**src/rtl/formation_pkg.sv**
```systemverilog
// Shared types and helpers for the alien formation controller.
// Combinational only: cell decode and population count, no state.
// No flow control; callers evaluate these every cycle.
package formation_pkg;

    typedef enum logic [1:0] {
        FE_RUN     = 2'd0,
        FE_CLEAR   = 2'd1,
        FE_INVADED = 2'd2
    } fe_state_e;

    typedef struct packed {
        logic       hit;
        logic [3:0] row;
        logic [3:0] col;
    } cell_t;

    localparam int MAX_CELLS = 128;

    // hit means the position lies inside a sprite of an in-range cell; liveness is checked by the caller
    function automatic cell_t cell_decode(
        input logic [15:0] pos_x,
        input logic [15:0] pos_y,
        input logic [15:0] org_x,
        input logic [15:0] org_y,
        input int          sx_log2,
        input int          sy_log2,
        input int          cell_w,
        input int          cell_h,
        input int          num_rows,
        input int          num_cols
    );
        logic [16:0] dx;
        logic [16:0] dy;
        logic [15:0] cx;
        logic [15:0] cy;
        logic [15:0] fx;
        logic [15:0] fy;
        cell_t       res;
        dx = {1'b0, pos_x} - {1'b0, org_x};
        dy = {1'b0, pos_y} - {1'b0, org_y};
        cx = dx[15:0] >> sx_log2;
        cy = dy[15:0] >> sy_log2;
        fx = dx[15:0] & ((16'd1 << sx_log2) - 16'd1);
        fy = dy[15:0] & ((16'd1 << sy_log2) - 16'd1);
        res.hit = !dx[16] && !dy[16]
               && (int'(cx) < num_cols) && (int'(cy) < num_rows)
               && (int'(fx) < cell_w) && (int'(fy) < cell_h);
        res.row = cy[3:0];
        res.col = cx[3:0];
        return res;
    endfunction

    function automatic logic [7:0] popcount(input logic [MAX_CELLS-1:0] v);
        logic [7:0] n;
        n = '0;
        for (int i = 0; i < MAX_CELLS; i++) begin
            n = n + {7'd0, v[i]};
        end
        return n;
    endfunction

endpackage

```
**src/rtl/formation_bounds.sv**
```systemverilog
// Extent of the live formation: leftmost/rightmost occupied column, lowest occupied row.
// Purely combinational, zero latency.
// No flow control.
module formation_bounds
    import formation_pkg::*;
#(
    parameter int NUM_ROWS = 5,
    parameter int NUM_COLS = 11
) (
    input  logic [NUM_ROWS*NUM_COLS-1:0] alive_matrix,
    output logic [3:0]                   c_min,
    output logic [3:0]                   c_max,
    output logic [3:0]                   r_max,
    output logic                         any_alive
);

    logic [NUM_COLS-1:0] col_any;
    logic [NUM_ROWS-1:0] row_any;

    always_comb begin
        col_any = '0;
        row_any = '0;
        for (int r = 0; r < NUM_ROWS; r++) begin
            for (int c = 0; c < NUM_COLS; c++) begin
                if (alive_matrix[r*NUM_COLS+c]) begin
                    col_any[c] = 1'b1;
                    row_any[r] = 1'b1;
                end
            end
        end
    end

    // Scan order picks the extreme index: last assignment wins.
    always_comb begin
        c_min = '0;
        c_max = '0;
        r_max = '0;
        for (int c = NUM_COLS - 1; c >= 0; c--) begin
            if (col_any[c]) c_min = 4'(c);
        end
        for (int c = 0; c < NUM_COLS; c++) begin
            if (col_any[c]) c_max = 4'(c);
        end
        for (int r = 0; r < NUM_ROWS; r++) begin
            if (row_any[r]) r_max = 4'(r);
        end
    end

    assign any_alive = |alive_matrix;

endmodule

```
**src/rtl/formation_engine.sv**
```systemverilog
// Alien formation controller: alive matrix, shared origin stepping, hit resolution, pixel render.
// alien_pixel and hit_ack are registered (1 cycle); status outputs are combinational from state.
// No backpressure: frame_tick, hit_valid and wave_start are sampled every cycle.
module formation_engine
    import formation_pkg::*;
#(
    parameter int NUM_ROWS   = 5,
    parameter int NUM_COLS   = 11,
    parameter int SX_LOG2    = 5,
    parameter int SY_LOG2    = 5,
    parameter int CELL_W     = 16,
    parameter int CELL_H     = 16,
    parameter int START_X    = 40,
    parameter int START_Y    = 40,
    parameter int MIN_X      = 8,
    parameter int MAX_X      = 632,
    parameter int STEP_X     = 4,
    parameter int DROP_Y     = 8,
    parameter int INVADE_Y   = 440,
    parameter int MIN_PERIOD = 2
) (
    input  logic                         clk,
    input  logic                         rst_n,
    input  logic                         frame_tick,
    input  logic [15:0]                  scan_x,
    input  logic [15:0]                  scan_y,
    input  logic                         hit_valid,
    input  logic [15:0]                  hit_x,
    input  logic [15:0]                  hit_y,
    input  logic                         wave_start,
    output logic                         alien_pixel,
    output logic                         hit_ack,
    output logic [NUM_ROWS*NUM_COLS-1:0] alive_matrix,
    output logic [NUM_ROWS*NUM_COLS-1:0] armed_matrix,
    output logic [7:0]                   alive_count,
    output logic [15:0]                  origin_x,
    output logic [15:0]                  origin_y,
    output logic [3:0]                   level,
    output logic                         wave_clear,
    output logic                         invaded
);

    localparam int N = NUM_ROWS * NUM_COLS;

    fe_state_e             state_q;
    fe_state_e             state_d;
    logic [N-1:0]          alive_q;
    logic [15:0]           ox_q;
    logic [15:0]           oy_q;
    logic                  dir_left_q;
    logic [3:0]            level_q;
    logic [7:0]            cnt_q;
    logic                  pix_q;
    logic                  ack_q;

    logic [3:0]            c_min;
    logic [3:0]            c_max;
    logic [3:0]            r_max;
    logic                  any_alive;
    logic [MAX_CELLS-1:0]  alive_pad;
    logic [7:0]            alive_cnt;
    logic [7:0]            period;
    logic                  timer_hit;
    logic                  move;
    logic                  descend;
    logic                  reached;
    logic [16:0]           right_edge;
    logic [16:0]           left_edge;
    logic [16:0]           bottom_edge;
    cell_t                 hit_cell;
    cell_t                 pix_cell;
    logic [6:0]            hit_idx;
    logic [6:0]            pix_idx;
    logic                  hit_kill;
    logic                  pix_d;
    logic [N-1:0]          kill_mask;
    logic [3:0]            level_next;
    logic [15:0]           restart_y;

    formation_bounds #(
        .NUM_ROWS (NUM_ROWS),
        .NUM_COLS (NUM_COLS)
    ) u_bounds (
        .alive_matrix (alive_q),
        .c_min        (c_min),
        .c_max        (c_max),
        .r_max        (r_max),
        .any_alive    (any_alive)
    );

    assign alive_pad = MAX_CELLS'(alive_q);
    assign alive_cnt = popcount(alive_pad);
    assign period    = (alive_cnt > 8'(MIN_PERIOD)) ? alive_cnt : 8'(MIN_PERIOD);
    assign timer_hit = (state_q == FE_RUN) && frame_tick
                    && (({1'b0, cnt_q} + 9'd1) >= {1'b0, period});
    assign move      = timer_hit && any_alive;

    // 17-bit edges so a formation near the top of the 16-bit range never wraps below a wall.
    assign right_edge  = {1'b0, ox_q} + ({13'd0, c_max} << SX_LOG2) + 17'(CELL_W);
    assign left_edge   = {1'b0, ox_q} + ({13'd0, c_min} << SX_LOG2);
    assign bottom_edge = {1'b0, oy_q} + ({13'd0, r_max} << SY_LOG2) + 17'(CELL_H);
    assign descend     = dir_left_q ? (left_edge < 17'(MIN_X + STEP_X))
                                    : ((right_edge + 17'(STEP_X)) > 17'(MAX_X));
    assign reached     = any_alive && (bottom_edge >= 17'(INVADE_Y));

    assign hit_cell = cell_decode(hit_x, hit_y, ox_q, oy_q, SX_LOG2, SY_LOG2,
                                  CELL_W, CELL_H, NUM_ROWS, NUM_COLS);
    assign hit_idx  = {3'd0, hit_cell.row} * 7'(NUM_COLS) + {3'd0, hit_cell.col};
    assign hit_kill = hit_valid && !wave_start && (state_q == FE_RUN)
                   && hit_cell.hit && alive_pad[hit_idx];
    assign kill_mask = hit_kill ? (N'(1) << hit_idx) : '0;

    assign pix_cell = cell_decode(scan_x, scan_y, ox_q, oy_q, SX_LOG2, SY_LOG2,
                                  CELL_W, CELL_H, NUM_ROWS, NUM_COLS);
    assign pix_idx  = {3'd0, pix_cell.row} * 7'(NUM_COLS) + {3'd0, pix_cell.col};
    assign pix_d    = pix_cell.hit && alive_pad[pix_idx];

    assign level_next = ((state_q == FE_CLEAR) && (level_q != 4'hf)) ? level_q + 4'd1 : level_q;
    assign restart_y  = 16'(START_Y + int'(level_next) * DROP_Y);

    always_comb begin : p_armed
        logic below;
        armed_matrix = '0;
        below        = 1'b0;
        for (int c = 0; c < NUM_COLS; c++) begin
            below = 1'b0;
            for (int r = NUM_ROWS - 1; r >= 0; r--) begin
                armed_matrix[r*NUM_COLS+c] = alive_q[r*NUM_COLS+c] && !below;
                below = below | alive_q[r*NUM_COLS+c];
            end
        end
    end

    always_comb begin
        state_d = state_q;
        case (state_q)
            FE_RUN: begin
                if (alive_cnt == 8'd0)  state_d = FE_CLEAR;
                else if (reached)       state_d = FE_INVADED;
            end
            default: ;
        endcase
        if (wave_start) state_d = FE_RUN;
    end

    always_ff @(posedge clk or negedge rst_n) begin
        if (!rst_n) state_q <= FE_RUN;
        else        state_q <= state_d;
    end

    always_ff @(posedge clk or negedge rst_n) begin
        if (!rst_n) begin
            alive_q    <= '1;
            ox_q       <= 16'(START_X);
            oy_q       <= 16'(START_Y);
            dir_left_q <= 1'b0;
            level_q    <= 4'd0;
            cnt_q      <= 8'd0;
            pix_q      <= 1'b0;
            ack_q      <= 1'b0;
        end else begin
            pix_q <= pix_d;
            ack_q <= hit_kill;
            if (wave_start) begin
                alive_q    <= '1;
                ox_q       <= 16'(START_X);
                oy_q       <= restart_y;
                dir_left_q <= 1'b0;
                level_q    <= level_next;
                cnt_q      <= 8'd0;
            end else begin
                alive_q <= alive_q & ~kill_mask;
                if (timer_hit)                             cnt_q <= 8'd0;
                else if ((state_q == FE_RUN) && frame_tick) cnt_q <= cnt_q + 8'd1;
                if (move) begin
                    if (descend) begin
                        oy_q       <= oy_q + 16'(DROP_Y);
                        dir_left_q <= ~dir_left_q;
                    end else if (dir_left_q) begin
                        ox_q <= ox_q - 16'(STEP_X);
                    end else begin
                        ox_q <= ox_q + 16'(STEP_X);
                    end
                end
            end
        end
    end

    assign alien_pixel  = pix_q;
    assign hit_ack      = ack_q;
    assign alive_matrix = alive_q;
    assign alive_count  = alive_cnt;
    assign origin_x     = ox_q;
    assign origin_y     = oy_q;
    assign level        = level_q;
    assign wave_clear   = (state_q == FE_CLEAR);
    assign invaded      = (state_q == FE_INVADED);

endmodule
```
**config.mk**
```make
export PLATFORM = sky130hd
export DESIGN_NAME = formation_engine
export DESIGN_NICKNAME = d
export VERILOG_FILES = /design/src/rtl/formation_pkg.sv /design/src/rtl/formation_bounds.sv /design/src/rtl/formation_engine.sv
export SDC_FILE = /design/constraint.sdc
export NUM_CORES = 1
export LEC_CHECK = 0
export CAP_MARGIN = 20
export CORE_ASPECT_RATIO = 1.75
export CORE_MARGIN = 3
export CORE_UTILIZATION = 39
export DETAILED_ROUTE_END_ITERATION = 10
export MAX_ROUTING_LAYER = met4
export PLACE_DENSITY_LB_ADDON = 0.2
export SYNTH_ARGS = -nofsm -noshare
export SYNTH_HDL_FRONTEND = slang
export SYNTH_SLANG_ARGS = --single-unit
```
**constraint.sdc**
```tcl
create_clock -name clk -period 11.1 [get_ports clk]
set_input_delay 1.665 -clock clk [delete_from_list [all_inputs] [get_ports clk]]
set_output_delay 1.665 -clock clk [all_outputs]
set_load 0.02 [all_outputs]
```
# Yosys cells after proc, flatten, opt, wreduce, memory -nomap -nowiden
# Index checks and enable logic that the tools add are counted.
# op_classes
mul	2
n_reduce_logical	124
n_addsub	73
n_eq_ne	4
muxes	150
n_bitwise	36
shift	1
n_lt_le_gt_ge	15
# ops
operator	n
8-bit by 1-bit adder with 8-bit output	47
16-bit two-way mux	7
55-bit two-way mux	2
1-bit two-way mux	107
16-bit by 16-bit subtractor with 17-bit output	4
1-bit logical AND	64
4-bit two-way mux	15
55-bit bitwise AND	1
55-bit inverter	1
55-bit OR reduction	1
1-bit by 7-bit << shifter with 55-bit output (first input constant)	1
16-bit by 9-bit adder with 17-bit output	3
1-bit logical NOT	49
17-bit by 5-bit adder with 17-bit output (second input constant)	2
1-bit bitwise OR	33
8-bit two-way mux	4
11-bit by 3-bit less-than comparator with 1-bit output (second input constant)	2
11-bit by 4-bit less-than comparator with 1-bit output (second input constant)	2
5-bit less-than comparator (second input constant)	4
17-bit by 3-bit adder with 17-bit output (second input constant)	1
17-bit by 9-bit greater-or-equal comparator with 1-bit output (second input constant)	1
17-bit by 10-bit > comparator with 1-bit output (second input constant)	1
17-bit by 4-bit less-than comparator with 1-bit output (second input constant)	1
16-bit by 3-bit adder with 16-bit output (second input constant)	1
other kinds (31)	51
# word_totals
regBits	104
out_inout_bits	158
inputBits	69
word_cells	414

# Depth between registers and ports, before layout
# depth
depth_word	61
ltp_mapped	35
depth_no_buf	33

# Hierarchy
# A second synthesis with hierarchy kept.
# unflattened
cells_unflattened	1429
area_unflattened_um2	12557.0
# modules_own_cells
mod	seq_area_each_um2	n_inst	area_per_inst_um2	cells_each
formation_engine	2551.2	1	12036.5	1348
formation_bounds	0.0	1	520.5	81

# Worst setup path before layout
# No wires, ideal clock.
# synth_timing
path_type	register -> register
start	register alive_q[47], in the netlist alive_matrix[47]
end	register oy_q[13], in the netlist origin_y[13]
setup_time_ns	0.127
stages_incl_launch_ff	34
t_required_ns	10.973
period_less_slack_ns	8.328
arrival_time_ns	8.200
setup_slack_ns	2.772
path_buffers	2
path_cell_list	dfstp_2 -> clkbuf_1 -> inv_1 -> fa_1 -> inv_1 -> fa_1 -> inv_1 -> fa_1 -> fa_1 -> inv_1 -> fa_1 -> fa_1 -> inv_1 -> fa_1 -> inv_1 -> ha_1 -> a21o_1 -> a21oi_1 -> o21bai_1 -> a21oi_1 -> xnor2_1 -> nor3_1 -> nand2_1 -> and2_1 -> ha_1 -> nor2b_1 -> o21ai_0 -> a31oi_1 -> o211ai_2 -> and3b_1 -> dlygate4sd1_1 -> o311ai_4 -> or4_1 -> mux2_1
# synth_between
elab_cells_between_ends	37
classes_between	add/sub: 12; order compare: 4; mux: 15; reduce/logical: 6
# synth_rtl
item	line	text
start: declaration	formation_engine.sv:47	logic [N-1:0] alive_q;
start signal: assignment	formation_engine.sv:172	alive_q <= alive_q & ~kill_mask;
8-bit by 1-bit adder with 8-bit output * (8 in a row)	formation_pkg.sv:58	n = n + {7'd0, v[i]};
net alive_count[5]	formation_engine.sv:35	output logic [7:0] alive_count,
8-bit by 2-bit > comparator with 1-bit output	formation_engine.sv:93	assign period = (alive_cnt > 8'(MIN_PERIOD)) ? alive_cnt : 8'(MIN_PERIOD);
8-bit two-way mux *	formation_engine.sv:93	
9-bit by 8-bit greater-or-equal comparator with 1-bit output *	formation_engine.sv:95	&& (({1'b0, cnt_q} + 9'd1) >= {1'b0, period});
1-bit logical AND *	formation_engine.sv:95	
1-bit logical AND *	formation_engine.sv:96	assign move = timer_hit && any_alive;
2-bit nonzero test (no source line) *	n/a	
2-bit AND reduction (no source line) *	n/a	
end signal: assignment	formation_engine.sv:155	oy_q <= 16'(START_Y);
end signal: assignment	formation_engine.sv:167	oy_q <= restart_y;
end signal: assignment	formation_engine.sv:177	oy_q <= oy_q + 16'(DROP_Y);
end: declaration	formation_engine.sv:49	logic [15:0] oy_q;
# The timed path passes the listed nets; every way through them passes the cells marked *.
# A chain may end at the register's enable or synchronous reset.

# Final worst setup path
# layout_timing
start	register alive_q[35], in the netlist alive_matrix[35]
end	register oy_q[13], in the netlist origin_y[13]
# layout_between
elab_chain_cells	27
elab_cells_between_ends	50
classes_between	add/sub: 24; order compare: 4; mux: 16; reduce/logical: 6
# layout_rtl
item	line
8-bit by 1-bit adder with 8-bit output (20 in a row)	formation_pkg.sv:58
8-bit by 2-bit > comparator with 1-bit output	formation_engine.sv:93
8-bit two-way mux	formation_engine.sv:93
9-bit by 8-bit greater-or-equal comparator with 1-bit output	formation_engine.sv:95
1-bit logical AND	formation_engine.sv:95
1-bit logical AND	formation_engine.sv:96
2-bit nonzero test (no source line)	n/a
2-bit AND reduction (no source line) *	n/a
# Every way passes the cells marked *; elsewhere a longest branch is shown, timed or not.

==> flow_metrics.py <==
metrics = {
    "outcome": {
        "outcome": "completed",
    },
    "placement": {
        "gp_congestion": 1.02,
        "portBuffers": 210,
        "dpl.hpwl_um": 37200,
        "place_worst_setup_slack_ps": 2290,
    },
    "grt": {
        "grt_overflow": 0,
        "antenna_found_initial": 0,
        "use_met3_pct": 3.40,
        "track_usage_pct": 27.8,
        "grt_max_degree": 58,
        "first_global_vias": 12400,
        "gr-max-usage-layer": "met2",
        "use_met2_pct": 47.2,
        "grt_pass1_wl_um": 71500,
        "grtUsageMet1_pct": 30.2,
    },
    "die": {
        "start_util_pct": 39.8,
        "die_x_um": 142,
        "coreArea_um2": 31700,
        "die_area_um2": 34700,
        "rows": 86,
        "ios": 227,
        "chipHeight_um": 244,
    },
    "routing": {
        "wirelength_um": 47300,
        "dr.pass1.iters": 7,
        "vias_per_cell": 5.97,
        "drt-initial-drc-count": 828,
        "wire_per_inst_um": 23.4,
        "vias": 12100,
        "ant_nets": 0,
        "remaining_drc_errors": 0,
    },
    "yosys": {
        "synth_edf_count": 0,
        "synth_top_area_share_pct": 13.8,
        "syn_avg_cell_area_um2": 8.71,
        "yosysTopAreaCell": "ha_1",
        "synth_area_leaders": "ha_1 14%, dfstp_2 12%, fa_1 8.6%",
        "seq_area_frac_synth_pct": 20.2,
        "synth.distinct_cells": 90,
        "synth_top_flop_cell": "dfstp_2",
        "yosysWarnings": 0,
        "ys_ff_latch": 99,
        "async_flop_share_pct": 100,
        "netlist_instances": 1452,
        "syn_area_um2": 12600,
    },
    "sta": {
        "worst_clock_skew_ps": 24.9,
        "hold_viol": 0,
        "drv_slew": 0,
        "fin_crit_ps": 8750,
        "setup_slack_ps": 2350,
        "fmax_mhz": 114,
        "tns_ps": 0,
        "whs_ps": 525,
        "worst-slew-pin-transition_ps": 1200,
        "min_period_over_period_pct": 78.8,
        "final-setup-viol-count": 0,
        "relSlewSlack_pct": 19.3,
        "grt_setup_unrepaired": "no",
    },
    "finish": {
        "area_growth_pct": 20.7,
        "diodes": 0,
        "layout-drive-gt1-share_pct": 8.79,
        "n_fill_cell": 3072,
        "regArea_um2": 2550,
        "multi_input_area_um2": 9160,
        "nets": 1883,
    },
    "power": {
        "p_leak_uw": 0.00652,
        "powerDensity_nw_per_um2": 217,
        "p_total_uw": 3300,
        "peakVddDrop_mv": 0.266,
    },
    "critical_path": {
        "critPathCaptureType": "flip-flop",
        "path_buf_inv": 6,
        "crit_family": "adder cells",
        "start_kind": "flip-flop",
        "crit_fanout": 10,
        "required_ps": 11360,
        "cp_slowest_cell": "dfstp_2",
        "criticalPathCategory": "flip-flop to flip-flop",
        "max_stage_delay_ps": 700,
        "crit_path_frequent_cell": "fa_1",
        "r2r_slack_ps": 2350,
        "arrival_ps": 9010,
    },
    "hold_path": {
        "hp-class": "flip-flop to flip-flop",
    },
    "clocking": {
        "postCtsSetupBuffers": 0,
        "tritoncts": "done",
        "htree_levels": 3,
        "cts_made_buffers": 9,
        "clock_sinks": 99,
        "cts_resized": 0,
        "hold_buffers": 0,
        "cts_root_buffer": "clkbuf_16",
        "cts.path.max_buffers": 2,
        "clkLatencyLatePin_ps": 380,
        "clk_pin_slew_worst_paths_ps": 80,
    },
    "flow_run": {
        "maxCapViolations": 0,
    },
}
final timing paths:
kind	end	depth (start not counted)	start
worst min-delay path	cnt_q[7]	1	cnt_q[7]
worst max-delay path	origin_y[13]	31	alive_matrix[35]
max in group asynchronous	origin_y[4]	2	rst_n
worst min register to register	cnt_q[7]	1	cnt_q[7]
min in group asynchronous	alien_pixel	1	rst_n
worst max register to register	origin_y[13]	31	alive_matrix[35]
metal layers:
layer | share of wire (%) | vias up
met1 | 37 | 5764
met4 | 7.3 | 0
li1 | - | 5557
met5 | 0 | -
met3 | 5.4 | 174
met2 | 50 | 585
logic make-up after synthesis:
family | synth area share [%]
and+or+nand+nor | 19.6
AOI/OAI and AO/OA | 18.0
buffers and inverters | 7.56
adders and majority gates | 22.3
DFF | 20.2
xor gates and xnor gates | 5.13
muxes | 7.21
other | 0.0297
flip-flops by register name (all words and copies together), names as in the netlist:
name and flops:
origin_y 13, origin_x 14, cnt_q 8, alien_pixel 1, dir_left_q 1, level 4, state_q 2, alive_matrix 55
hit_ack 1
power by group:
part	internal, uW	switching (uW)
Sequential	374	21.7
Combinational	907	1640
Clock	191	166
Total	1470	1830
Yosys cell counts, drive strengths merged (15+ instances only):
library cell	n
dfstp	59
mux2i	21
nand2b	15
a21o	19
nand3	36
buf	36
and2	24
xor2	25
inv	158
clkbuf	26
o21ai	54
xnor2	49
a21oi	64
nor2b	22
nand2	86
dfrtp	40
nor4	42
mux4	29
fa	54
nor2	145
nor3	48
a31oi	35
ha	139
through the flow:
step	util, %	instance area (um2)	cells
2_1_floorplan	-	12700	1457
3_3_place_gp	47.1	14900	2006
3_5_place_dp	47.1	14900	2006
4_1_cts	48.1	15300	2022
5_1_grt	48.1	15300	2022
6_report	48.1	15300	2022
cells in the final DEF (no fill, tap or decap), types with 13 or more instances in the layout:
cell	synthesis	final
dfstp_2	59	59
nand2_1	85	85
dfrtp_1	40	40
nand3_1	36	36
mux4_2	29	29
o21a_1	14	14
nor2b_1	22	22
and3_1	14	14
mux2i_1	21	21
a31oi_1	35	35
inv_1	158	158
ha_1	139	139
clkdlybuf4s50_1	0	208
nor4_1	39	38
nor2_1	144	144
a21oi_1	64	64
a21o_1	19	19
xor2_1	25	25
o21ai_0	53	53
o211ai_1	13	13
nand2b_1	15	15
fa_1	54	54
a211oi_1	13	13
xnor2_1	49	49
a22oi_1	14	14
and2_1	24	24
nor3_1	48	48
final cells by class:
type | count | area share (%)
well taps | 396 | 3.25
repair buffers | 216 | 14.0
inverters | 158 | 3.89
multi-input cells | 1137 | 60.1
clock inverters | 4 | 0.369
flip-flops and latches | 99 | 16.7
clock buffers | 12 | 1.69
No activity file was read; power rests on OpenSTA's default activity.
